## config.mk

```make
export PLATFORM = sky130hd
export DESIGN_NAME = muldiv_ctrl_flat
export DESIGN_NICKNAME = d
export VERILOG_FILES = /design/src/rtl/muldiv_ctrl_if.sv /design/src/rtl/muldiv_ctrl.sv /design/src/flat_wrapper.sv
export SDC_FILE = /design/constraint.sdc
export NUM_CORES = 1
export LEC_CHECK = 0
export ABC_AREA = 0
export CORE_AREA = 2 2 155 157
export CTS_CLUSTER_SIZE = 12
export DETAILED_ROUTE_END_ITERATION = 10
export DIE_AREA = 0 0 157 159
export HOLD_SLACK_MARGIN = 0.03
export PLACE_DENSITY = 0.7
export SETUP_SLACK_MARGIN = 0.1
export SLEW_MARGIN = 5
export SYNTH_ARGS = -nofsm -noshare
export SYNTH_HDL_FRONTEND = slang
export SYNTH_SLANG_ARGS = --single-unit
export TNS_END_PERCENT = 100
```

## constraint.sdc

```tcl
create_clock -name clk -period 6.25 [get_ports clk]
set_input_delay 1.25 -clock clk [delete_from_list [all_inputs] [get_ports clk]]
set_output_delay 1.25 -clock clk [all_outputs]
set_load 0.02 [all_outputs]
```

## src/rtl/muldiv_ctrl_if.sv

```systemverilog
// muldiv_ctrl_if: bundle between EX decode, the multiplier, the divider,
// the HI/LO register file and the muldiv sequencer.
//   master : EX / units side (drives op request, unit results)
//   slave  : muldiv_ctrl (drives unit operands, stallreq, HI/LO writes)
interface muldiv_ctrl_if;
  logic        op_valid;
  logic [2:0]  op_type;
  logic [31:0] src1;
  logic [31:0] src2;
  logic        annul;
  logic        mul_signed;
  logic [31:0] mul_ina;
  logic [31:0] mul_inb;
  logic [63:0] mul_result;
  logic        div_start;
  logic        div_signed;
  logic [31:0] div_op1;
  logic [31:0] div_op2;
  logic        div_annul;
  logic [63:0] div_result;
  logic        div_ready;
  logic        stallreq;
  logic        hi_we;
  logic        lo_we;
  logic [31:0] hi_wdata;
  logic [31:0] lo_wdata;

  modport master (
    output op_valid, op_type, src1, src2, annul, mul_result, div_result, div_ready,
    input  mul_signed, mul_ina, mul_inb, div_start, div_signed, div_op1, div_op2,
           div_annul, stallreq, hi_we, lo_we, hi_wdata, lo_wdata
  );

  modport slave (
    input  op_valid, op_type, src1, src2, annul, mul_result, div_result, div_ready,
    output mul_signed, mul_ina, mul_inb, div_start, div_signed, div_op1, div_op2,
           div_annul, stallreq, hi_we, lo_we, hi_wdata, lo_wdata
  );
endinterface

```

## src/rtl/muldiv_ctrl.sv

```systemverilog
// muldiv_ctrl: EX-stage sequencer for the multiplier and iterative divider.
// Accepts MULT/MULTU/DIV/DIVU, holds operands, drives the unit, stalls the
// pipe until the result is in, then pulses HI/LO writes for one cycle.
// MTHI/MTLO are written straight through in a single cycle.
// Ports:
//   clk, rst  clock, synchronous active-high reset
//   bus       muldiv_ctrl_if.slave (op request, unit handshake, HI/LO writes)
// Param:
//   MUL_LAT   multiplier latency in cycles, 1..7
module muldiv_ctrl #(
  parameter int MUL_LAT = 1
) (
  input logic         clk,
  input logic         rst,
  muldiv_ctrl_if.slave bus
);

  typedef enum logic [1:0] {IDLE, MUL_WAIT, DIV_WAIT, DONE} state_t;

  state_t      state;
  logic [2:0]  cnt;
  logic        sgn_r;
  logic [31:0] a_r, b_r;
  logic [63:0] res_r;

  // live: nothing is being flushed or reset this cycle; every output that
  // causes an effect is gated by it so a flush/reset never leaks a write.
  logic live, accept, mt_hi, mt_lo, in_mul, in_div, done;

  assign live   = !rst && !bus.annul;
  assign accept = live && state == IDLE && bus.op_valid && !bus.op_type[2];
  assign mt_hi  = live && state == IDLE && bus.op_valid && bus.op_type == 3'd4;
  assign mt_lo  = live && state == IDLE && bus.op_valid && bus.op_type == 3'd5;
  assign in_mul = live && state == MUL_WAIT;
  assign in_div = live && state == DIV_WAIT;
  assign done   = live && state == DONE;

  always_ff @(posedge clk) begin
    if (rst) begin
      state <= IDLE;
      cnt   <= '0;
      sgn_r <= 1'b0;
      a_r   <= '0;
      b_r   <= '0;
      res_r <= '0;
    end else if (bus.annul) begin
      state <= IDLE;
      cnt   <= '0;
    end else begin
      case (state)
        IDLE: if (accept) begin
          sgn_r <= !bus.op_type[0];
          a_r   <= bus.src1;
          b_r   <= bus.src2;
          if (!bus.op_type[1]) begin
            state <= MUL_WAIT;
            cnt   <= 3'(MUL_LAT);
          end else if (bus.src2 == '0) begin
            // divide by zero: skip the divider, fixed result
            state <= DONE;
            res_r <= {bus.src1, 32'hFFFF_FFFF};
          end else begin
            state <= DIV_WAIT;
          end
        end
        MUL_WAIT: if (cnt == 3'd1) begin
          res_r <= bus.mul_result;
          cnt   <= '0;
          state <= DONE;
        end else begin
          cnt <= cnt - 3'd1;
        end
        DIV_WAIT: if (bus.div_ready) begin
          res_r <= bus.div_result;
          state <= DONE;
        end
        DONE: state <= IDLE;
      endcase
    end
  end

  assign bus.stallreq   = accept || in_mul || in_div;

  assign bus.mul_signed = in_mul && sgn_r;
  assign bus.mul_ina    = in_mul ? a_r : '0;
  assign bus.mul_inb    = in_mul ? b_r : '0;

  // start held until the divider reports ready, dropped in the ready cycle
  assign bus.div_start  = in_div && !bus.div_ready;
  assign bus.div_signed = in_div && sgn_r;
  assign bus.div_op1    = in_div ? a_r : '0;
  assign bus.div_op2    = in_div ? b_r : '0;
  assign bus.div_annul  = !rst && bus.annul && state == DIV_WAIT;

  assign bus.hi_we    = done || mt_hi;
  assign bus.lo_we    = done || mt_lo;
  assign bus.hi_wdata = done ? res_r[63:32] : (mt_hi ? bus.src1 : '0);
  assign bus.lo_wdata = done ? res_r[31:0]  : (mt_lo ? bus.src1 : '0);

endmodule
```

## src/flat_wrapper.sv

```systemverilog
// flat-port wrapper written by rule: the top's interface ports become plain ports
module muldiv_ctrl_flat 
#(
  parameter int MUL_LAT = 1
)
  (clk, rst, bus_op_valid, bus_op_type, bus_src1, bus_src2, bus_annul, bus_mul_result, bus_div_result, bus_div_ready, bus_mul_signed, bus_mul_ina, bus_mul_inb, bus_div_start, bus_div_signed, bus_div_op1, bus_div_op2, bus_div_annul, bus_stallreq, bus_hi_we, bus_lo_we, bus_hi_wdata, bus_lo_wdata);
  muldiv_ctrl_if bus_i ();
  input logic clk;
  input logic rst;
  input wire logic [$bits(bus_i.op_valid)-1:0] bus_op_valid;
  input wire logic [$bits(bus_i.op_type)-1:0] bus_op_type;
  input wire logic [$bits(bus_i.src1)-1:0] bus_src1;
  input wire logic [$bits(bus_i.src2)-1:0] bus_src2;
  input wire logic [$bits(bus_i.annul)-1:0] bus_annul;
  input wire logic [$bits(bus_i.mul_result)-1:0] bus_mul_result;
  input wire logic [$bits(bus_i.div_result)-1:0] bus_div_result;
  input wire logic [$bits(bus_i.div_ready)-1:0] bus_div_ready;
  output wire logic [$bits(bus_i.mul_signed)-1:0] bus_mul_signed;
  output wire logic [$bits(bus_i.mul_ina)-1:0] bus_mul_ina;
  output wire logic [$bits(bus_i.mul_inb)-1:0] bus_mul_inb;
  output wire logic [$bits(bus_i.div_start)-1:0] bus_div_start;
  output wire logic [$bits(bus_i.div_signed)-1:0] bus_div_signed;
  output wire logic [$bits(bus_i.div_op1)-1:0] bus_div_op1;
  output wire logic [$bits(bus_i.div_op2)-1:0] bus_div_op2;
  output wire logic [$bits(bus_i.div_annul)-1:0] bus_div_annul;
  output wire logic [$bits(bus_i.stallreq)-1:0] bus_stallreq;
  output wire logic [$bits(bus_i.hi_we)-1:0] bus_hi_we;
  output wire logic [$bits(bus_i.lo_we)-1:0] bus_lo_we;
  output wire logic [$bits(bus_i.hi_wdata)-1:0] bus_hi_wdata;
  output wire logic [$bits(bus_i.lo_wdata)-1:0] bus_lo_wdata;
  assign bus_i.op_valid = bus_op_valid;
  assign bus_i.op_type = bus_op_type;
  assign bus_i.src1 = bus_src1;
  assign bus_i.src2 = bus_src2;
  assign bus_i.annul = bus_annul;
  assign bus_i.mul_result = bus_mul_result;
  assign bus_i.div_result = bus_div_result;
  assign bus_i.div_ready = bus_div_ready;
  assign bus_mul_signed = bus_i.mul_signed;
  assign bus_mul_ina = bus_i.mul_ina;
  assign bus_mul_inb = bus_i.mul_inb;
  assign bus_div_start = bus_i.div_start;
  assign bus_div_signed = bus_i.div_signed;
  assign bus_div_op1 = bus_i.div_op1;
  assign bus_div_op2 = bus_i.div_op2;
  assign bus_div_annul = bus_i.div_annul;
  assign bus_stallreq = bus_i.stallreq;
  assign bus_hi_we = bus_i.hi_we;
  assign bus_lo_we = bus_i.lo_we;
  assign bus_hi_wdata = bus_i.hi_wdata;
  assign bus_lo_wdata = bus_i.lo_wdata;
  muldiv_ctrl #(.MUL_LAT(MUL_LAT)) u_core (.clk(clk), .rst(rst), .bus(bus_i));
endmodule
```

## Word level (Yosys, flattened, before mapping)

Index checks and enable logic that the tools add are counted.

| word-level totals | value |
|---|---|
| register bits | 134 |
| input bits | 200 |
| output and inout bits | 199 |
| word-level logic and storage cells | 76 |

| operators by class | value |
|---|---|
| add/subtract/negate cells | 1 |
| eq/ne operators | 12 |
| muxes and demuxes | 24 |
| bitwise gates (word level) | 1 |
| reductions and logical operators | 32 |

Operators with widths:

| cell | number |
|---|---|
| two-way mux 64 bit | 5 |
| two-way mux 32 bit | 8 |
| case mux 64 bit (3 select lines) | 1 |
| logical NOT 32 bit | 1 |
| logical AND 1 bit | 14 |
| inequality test 2 bit, second input constant | 5 |
| two-way mux 3 bit | 3 |
| AND reduction 3 bit | 3 |
| two-way mux 2 bit | 4 |
| case mux 2 bit (4 select lines) | 1 |
| AND reduction 7 bit | 1 |
| == test 3 bit, second input constant | 2 |
| case mux 3 bit (2 select lines) | 1 |
| logical NOT 1 bit | 5 |
| == test 2 bit, second input constant | 2 |
| logical OR 1 bit | 4 |
| == test 3 x 1 -> 1 bit, second input constant | 1 |
| nonzero test 3 bit | 1 |
| subtractor 3 x 1 -> 3 bit, second input constant | 1 |
| == test 2 x 1 -> 1 bit, second input constant | 1 |
| logical NOT 2 bit | 1 |
| inequality test 2 x 1 -> 1 bit, second input constant | 1 |
| nonzero test 2 bit | 1 |
| OR reduction 2 bit | 1 |
| other kinds (2) | 2 |

## Depth between registers and ports, before layout

Gate-level depths: netlist of the first run.

| logic depth | value |
|---|---|
| depth after elaboration | 7 |
| depth in mapped cells | 10 |
| depth with buffers taken out | 7 |

## Least setup slack after synthesis of the first run

OpenSTA, ideal clock, no wires.

| timing | value |
|---|---|
| path kind | input-to-output |
| start point | input rst |
| end point | output bus_hi_wdata[10] |
| arrival | 2.439 ns |
| required time | 5.000 ns |
| slack | 2.561 ns |
| stages on the path | 5 |
| buffers on the path | 2 |
| path through | nor2_2 and2_1 buf_2 buf_1 a22o_1 |

| on the way | value |
|---|---|
| word-level cells in the longest chain between the ends | 7 |
| elaborated cells on any way between the ends | 8 |
| those cells by class | 2 x mux; 6 x reduce/logical |

RTL lines:

| what | RTL line | RTL |
|---|---|---|
| start: declaration | flat_wrapper.sv:9 | `input logic rst;` |
| logical NOT 1 bit * | muldiv_ctrl.sv:30 | `assign live = !rst && !bus.annul;` |
| logical AND 1 bit * | muldiv_ctrl.sv:30 |  |
| logical AND 1 bit (3 in series) | muldiv_ctrl.sv:32 | `assign mt_hi = live && state == IDLE && bus.op_valid && bus.op_type == 3'd4;` |
| two-way mux 32 bit | muldiv_ctrl.sv:97 | `assign bus.hi_wdata = done ? res_r[63:32] : (mt_hi ? bus.src1 : '0);` |
| two-way mux 32 bit * | muldiv_ctrl.sv:97 |  |
| end: declaration | flat_wrapper.sv:29 | `output wire logic [$bits(bus_i.hi_wdata)-1:0] bus_hi_wdata;` |

Every way passes the cells marked *; elsewhere a longest branch is shown, timed or not.

## Final worst setup path of the first run

| timing | value |
|---|---|
| start point | input bus_annul |
| end point | output bus_lo_wdata[20] |

| on the way | value |
|---|---|
| word-level cells in the longest chain between the ends | 7 |
| elaborated cells on any way between the ends | 8 |
| those cells by class | 2 x mux; 6 x reduce/logical |

RTL lines:

| what | RTL line | RTL |
|---|---|---|
| start: declaration | flat_wrapper.sv:14 | `input wire logic [$bits(bus_i.annul)-1:0] bus_annul;` |
| logical NOT 1 bit * | muldiv_ctrl.sv:30 |  |
| logical AND 1 bit * | muldiv_ctrl.sv:30 |  |
| logical AND 1 bit (3 in series) | muldiv_ctrl.sv:33 | `assign mt_lo = live && state == IDLE && bus.op_valid && bus.op_type == 3'd5;` |
| two-way mux 32 bit | muldiv_ctrl.sv:98 | `assign bus.lo_wdata = done ? res_r[31:0] : (mt_lo ? bus.src1 : '0);` |
| two-way mux 32 bit * | muldiv_ctrl.sv:98 |  |
| end: declaration | flat_wrapper.sv:30 | `output wire logic [$bits(bus_i.lo_wdata)-1:0] bus_lo_wdata;` |

Marked as above.

==> flow_summary.yaml, run 1 <==
outcome:
  status: "finished, final reports clean"
floorplan:
  rows: 56
  start_util: 0.345
  die_h_um: 159
  die_w_um: 157
  fp.coreArea_um2: 23200
  io-pin-count: 399
  die_area_um2: 25000
timing:
  final.setup_skew_ps: 15.2
  fin_crit_ps: 5060
  holdWs_ps: 458
  worst_pin_slew_ps: 1080
  slew_viol_final: 0
  hold_viol_final: 0
  slew_headroom: 0.275
  fin_tns_setup_ps: 0
  setup-violations-final: 0
  period_share: 0.810
  max_freq_mhz: 198
  rsz0062_at_grt: "false"
job:
  maxCapViolCount: 0
synth:
  synth-xor-area-share: 0
  ys_ff_latch: 134
  synth.distinct_cells: 43
  muxShareOfSynthArea: 0.00125
  syn-num-nets: 1242
  yosysWarnings: 0
  synth-simple-area-share: 0.292
  async_flop_share: 0
  synthAdderAreaFrac: 0.0110
  synth_top_family_by_area: "compound AO/OA/AOI/OAI gates"
  synth_ff_type: "dfxtp_1"
  yosys-top-cells-area: "dfxtp_1 34%, and3_1 10%, nand2_1 9.5%, a22o_1 7.0%, a21oi_1 6.1%"
  postSynthCellCount: 1035
  ys_seq_area_frac: 0.336
  synth_top_cell_area_share: 0.336
  synth_compound_area_frac: 0.293
  netlist_area_um2: 7990
  syn_area_per_cell_um2: 7.72
  synth_edf_count: 0
  yosys.area.top_type: "dfxtp_1"
finish:
  syn2layout_area_growth_pct: 59.0
  drive_above_1_share: 0.0692
  stdcell_count: 1678
  final_area_um2: 12700
  nets: 1553
worst_setup_path:
  startpoint_type: "primary input"
  critPathMaxStageDelay_ps: 610
  reg2reg_from: "u_core.state[0]"
  critPathKind: "in2out"
  cp_max_fo: 32
  worst_ep_required_time_ps: 5000
  critPathCaptureType: "output pin"
  rrSetupSlack_ps: 2380
  reg2reg_to: "u_core.res_r[19]"
  worstPathArrival_ps: 3810
  path_cells: "clkdlybuf4s50_1 -> and4bb_2 -> nand4b_1 -> nor2_4 -> buf_4 -> a22o_1 -> clkdlybuf4s50_1"
  reg2reg_depth: 8
  cp_common_cell: "clkdlybuf4s50_1"
  critical_path_buf_inv_count: 3
  cpLargestDelayFamily: "buffers and inverters"
  path_depth: 7
  slowest_stage: "clkdlybuf4s50_1"
grt:
  grt_pass1_vias: 8712
  grt.met1_usage: 0.325
  antenna_found_initial: 0
  met3_usage: 0.0572
  grt_usage: 0.262
  met2_usage: 0.440
  grt_max_degree: 136
  overflow: 0
  grt_pass1_wl_um: 50900
  busiest_layer: "met2"
clocking:
  cts_setup_buffers: 0
  postCtsResizedCells: 0
  ctsHoldBuffers: 0
  clk_path_buf_depth: 2
  cts-buffers-inserted: 17
  htreeDepth: 4
  cts_sinks: 134
  path_clk_slew_ps: 50
  root_buffer: "clkbuf_16"
  tritoncts: "done"
  clk_latency_ps: 420
routing:
  vias_per_cell: 5.50
  wl_per_cell_um: 20.4
  num_vias: 9234
  ant_nets: 0
  drc_errors: 0
  drtIter0Drc: 682
  routed_wl_um: 34300
  firstDrtPassIters: 7
min_path:
  hold_end: "u_core.a_r[8]"
  hp-start: "u_core.a_r[8]"
  hold_path.class: "reg2reg"
  hold_depth: 2
power:
  ir_drop_mv: 0.151
  p_leak_nw: 4.69
  p_total_mw: 2.34
  power_density_nw_per_um2: 184
place:
  portBuffers: 398
  dpl.hpwl_um: 23300
  place_area_um2: 12000
  dp_cells: 1646
  gp_congestion: 0.846
## layout by cell type (no fill, tap or decap), types with 2 or more instances in the layout
| cell | instances |
|---|---|
| clkinv_4 | 3 |
| bufinv_16 | 6 |
| a22o_1 | 64 |
| a211o_1 | 32 |
| nand3b_1 | 35 |
| buf_4 | 14 |
| nor2_1 | 69 |
| and4_1 | 2 |
| o22ai_1 | 32 |
| ha_4 | 3 |
| clkinv_2 | 2 |
| nor4_1 | 8 |
| clkdlybuf4s50_1 | 397 |
| and3_1 | 130 |
| dfxtp_1 | 134 |
| a21oi_1 | 98 |
| a22oi_1 | 32 |
| clkbuf_16 | 17 |
| o21a_1 | 2 |
| nor2_4 | 4 |
| ha_1 | 4 |
| inv_1 | 4 |
| a311oi_1 | 2 |
| nand2b_1 | 2 |
| a221oi_1 | 2 |
| a221oi_2 | 31 |
| o211ai_1 | 2 |
| nand2_1 | 201 |
| nor3_1 | 2 |
## where the power goes
group,internal (mW),switching (mW)
clock network,0.759,0.399
logic,0.161,0.146
registers,0.865,0.00785
total,1.78,0.553
## metrics by stage
stage	setup slack, ps	utilization
2_1_floorplan	2560	-
3_3_place_gp	1290	0.519
3_5_place_dp	1200	0.519
4_1_cts	1200	0.548
5_1_grt	1000	0.548
6_report	1190	0.548
## worst max-delay path by stage
| stage | from | to |
|---|---|---|
| floorplan | rst | bus_hi_wdata[10] |
| finish | bus_annul | bus_lo_wdata[20] |
| global route | bus_annul | bus_hi_we |
| detailed placement | bus_annul | bus_hi_we |
| CTS | bus_annul | bus_hi_we |
| global placement | bus_annul | bus_lo_wdata[24] |
## registers in the layout, summed over array words and instances (netlist names)
name and flops:
u_core.b_r 32, u_core.a_r 32, u_core.cnt 3, u_core.sgn_r 1, u_core.res_r 64, u_core.state 2
## logic make-up after synthesis
kind of cell,after synthesis
AND/OR/NAND/NOR,467
AO/OA/AOI/OAI,302
flip-flops,134
buffers and inverters,124
adder cells (fa/ha/maj),7
multiplexers,1
## synthesized netlist by cell type, types with 3 or more instances
| master | instances |
|---|---|
| a211o_1 | 32 |
| a21oi_1 | 98 |
| a221oi_2 | 31 |
| a22o_1 | 64 |
| a22oi_1 | 32 |
| and3_1 | 130 |
| and4_1 | 3 |
| buf_1 | 9 |
| buf_2 | 34 |
| buf_4 | 7 |
| clkbuf_1 | 70 |
| dfxtp_1 | 134 |
| ha_1 | 7 |
| inv_1 | 4 |
| nand2_1 | 202 |
| nand3b_1 | 35 |
| nor2_1 | 71 |
| nor4_1 | 8 |
| o22ai_1 | 32 |
## worst register-to-register path: stages, from the launching register on
cell and delay (ps):
dfxtp_1 350, inv_1 220, ha_4 710, nor2b_4 370, a211oi_2 80, nand4_1 170, buf_4 550, nand2_2 820
a221oi_2 520
## area by class of cell
cell class	count	area (um2)
timing repair buffer	412	4090
inverter	4	15.0
fill	2163	10500
tap	319	399
multi-input combinational	777	4850
clock buffer	19	443
clock inverter	12	225
antenna	1	2.50
sequential	134	2680
## per-layer routing
layer	wire, um	up-vias
li1	-	4385
met1	14200	4354
met2	16500	441
met3	2510	54
met4	1080	0
met5	0	-
Power figures use the tool's default switching activity.
==> run 2: changes to the inputs <==
CORE_AREA = 2 2 156 158   (was 2 2 155 157)
DIE_AREA = 0 0 158 160   (was 0 0 157 159)
clock period = 5 ns   (was 6.25 ns; I/O delays follow)
==> flow_summary.yaml, run 2 (synthesis gave the netlist of run 1 again) <==
outcome:
  status: "finished, final reports clean"
grt:
  grt_max_degree: 136
  grt_pass1_wl_um: 50200
  antenna_found_initial: 0
  grt_pass1_vias: 8785
  grt_usage: 0.255
  overflow: 0
clocking:
  tritoncts: "done"
  cts_setup_buffers: 0
  clk_latency_ps: 410
  root_buffer: "clkbuf_16"
  clk_path_buf_depth: 2
  path_clk_slew_ps: 60
  cts_sinks: 134
  htreeDepth: 4
  postCtsResizedCells: 0
  ctsHoldBuffers: 0
  cts-buffers-inserted: 17
floorplan:
  die_h_um: 160
  fp.coreArea_um2: 23800
  rows: 57
  die_w_um: 158
  die_area_um2: 25300
  start_util: 0.335
  io-pin-count: 399
finish:
  syn2layout_area_growth_pct: 58.8
  diodes: 0
  top_regs: "u_core.res_r x64, u_core.a_r x32, u_core.b_r x32"
  drive_above_1_share: 0.0699
  final_util: 0.533
  regMostFlops: "u_core.res_r"
  nets: 1555
  largest_reg_flops: 64
  final_cell_mix: "397 x clkdlybuf4s50_1, 201 x nand2_1, 134 x dfxtp_1, 130 x and3_1, 98 x a21oi_1"
  final_common_cell: "clkdlybuf4s50_1"
place:
  gp_congestion: 0.841
  portBuffers: 398
  dpl.hpwl_um: 23000
routing:
  ant_nets: 0
  drtIter0Drc: 595
  drc_errors: 0
  num_vias: 9236
  vias_per_cell: 5.49
  wl_per_cell_um: 20.1
  firstDrtPassIters: 5
  routed_wl_um: 33800
worst_setup_path:
  cpLargestDelayFamily: "buffers and inverters"
  critPathCaptureType: "output pin"
  worstPathArrival_ps: 3440
  critPathKind: "in2out"
  worst_ep_required_time_ps: 4000
  reg2reg_from: "u_core.state[0]"
  cp_max_fo: 20
  cp_common_cell: "clkdlybuf4s50_1"
  critPathMaxStageDelay_ps: 610
  startpoint: "bus_annul"
  slowest_stage: "clkdlybuf4s50_1"
  path_cells: "clkdlybuf4s50_1 -> and4bb_2 -> nand4b_1 -> nor2_4 -> buf_4 -> a22o_1 -> clkdlybuf4s50_1"
  critical_path_buf_inv_count: 3
  startpoint_type: "primary input"
timing:
  max_freq_mhz: 225
  rsz0062_at_grt: "false"
  worst_pin_slew_ps: 1100
  fin_tns_setup_ps: 0
  slew_headroom: 0.266
  hold_viol_final: 0
  final.setup_skew_ps: 11.0
  period_share: 0.887
  fin_crit_ps: 4440
  setup-violations-final: 0
  slew_viol_final: 0
power:
  p_leak_nw: 4.66
  seqPwrFrac: 0.397
  switching_power_mw: 0.684
  switching_share: 0.249
  clkPwrFrac: 0.463
  internal_power_mw: 2.06
  power_density_nw_per_um2: 217
  p_comb_frac: 0.140
  ir_drop_mv: 0.180
min_path:
  hp-start: "u_core.a_r[6]"
  hold_path.class: "reg2reg"
job:
  maxCapViolCount: 0
[run 2: changes by cell type in the layout (fill, tap and decap cells not counted), sizes merged]
cell | previous run | this run
clkinv | 5 | 4
buf | 15 | 17
clkbuf | 19 | 18
bufinv | 6 | 3
diode | 1 | 0
clkinvlp | 0 | 4
[run 2: power groups by stage]
stage | registers, mW | clock network, mW | logic, mW
CTS | 1.09 | 1.30 | 0.385
global route | 1.09 | 1.35 | 0.414
floorplan | 1.11 | 0 | 0.150
detailed placement | 1.11 | 0 | 0.382
finish | 1.09 | 1.27 | 0.385
global placement | 1.11 | 0 | 0.380
[run 2: layer usage]
metal  up-vias  routed length [um]  track usage
met3        62                2600       0.0605
li1       4390                   -            -
met2       444               16300        0.427
met5         -                   0            0
met1      4340               13900        0.320
met4         0                1070       0.0901
[run 2: metrics by stage]
step / instances / power (mW) / instance area [um2] / hold WS, ps / setup WS (ps)
after floorplan: 1035 / 1.26 / 7990 / 440 / 1810
after global placement: 1653 / 1.49 / 12100 / 446 / 645
after detailed placement: 1653 / 1.50 / 12100 / 451 / 602
after CTS: 1683 / 2.78 / 12700 / 459 / 580
after global routing: 1683 / 2.85 / 12700 / 482 / 468
final: 1683 / 2.75 / 12700 / 461 / 563
[run 2: final timing paths]
| kind | to | slack, ps | cells past startpoint |
|---|---|---|---|
| max | bus_lo_wdata[11] | 560 | 7 |
| min | u_core.a_r[6] | 460 | 2 |
| max reg2reg | u_core.res_r[19] | 1520 | 8 |
| min reg2reg | u_core.a_r[6] | 460 | 2 |
[run 2: final cells by class]
cell class	instances	area [um2]
Clock buffer	18	429
Timing Repair Buffer	414	4160
Multi-Input combinational cell	777	4850
Inverter	4	15.0
Fill cell	2288	11100
Sequential cell	134	2680
Clock inverter	12	156
Tap cell	324	405
[run 2: worst min-delay path: stages, from the launching register on]
cell and delay [ps]:
dfxtp_1 310, nand2_1 50, a21oi_1 50
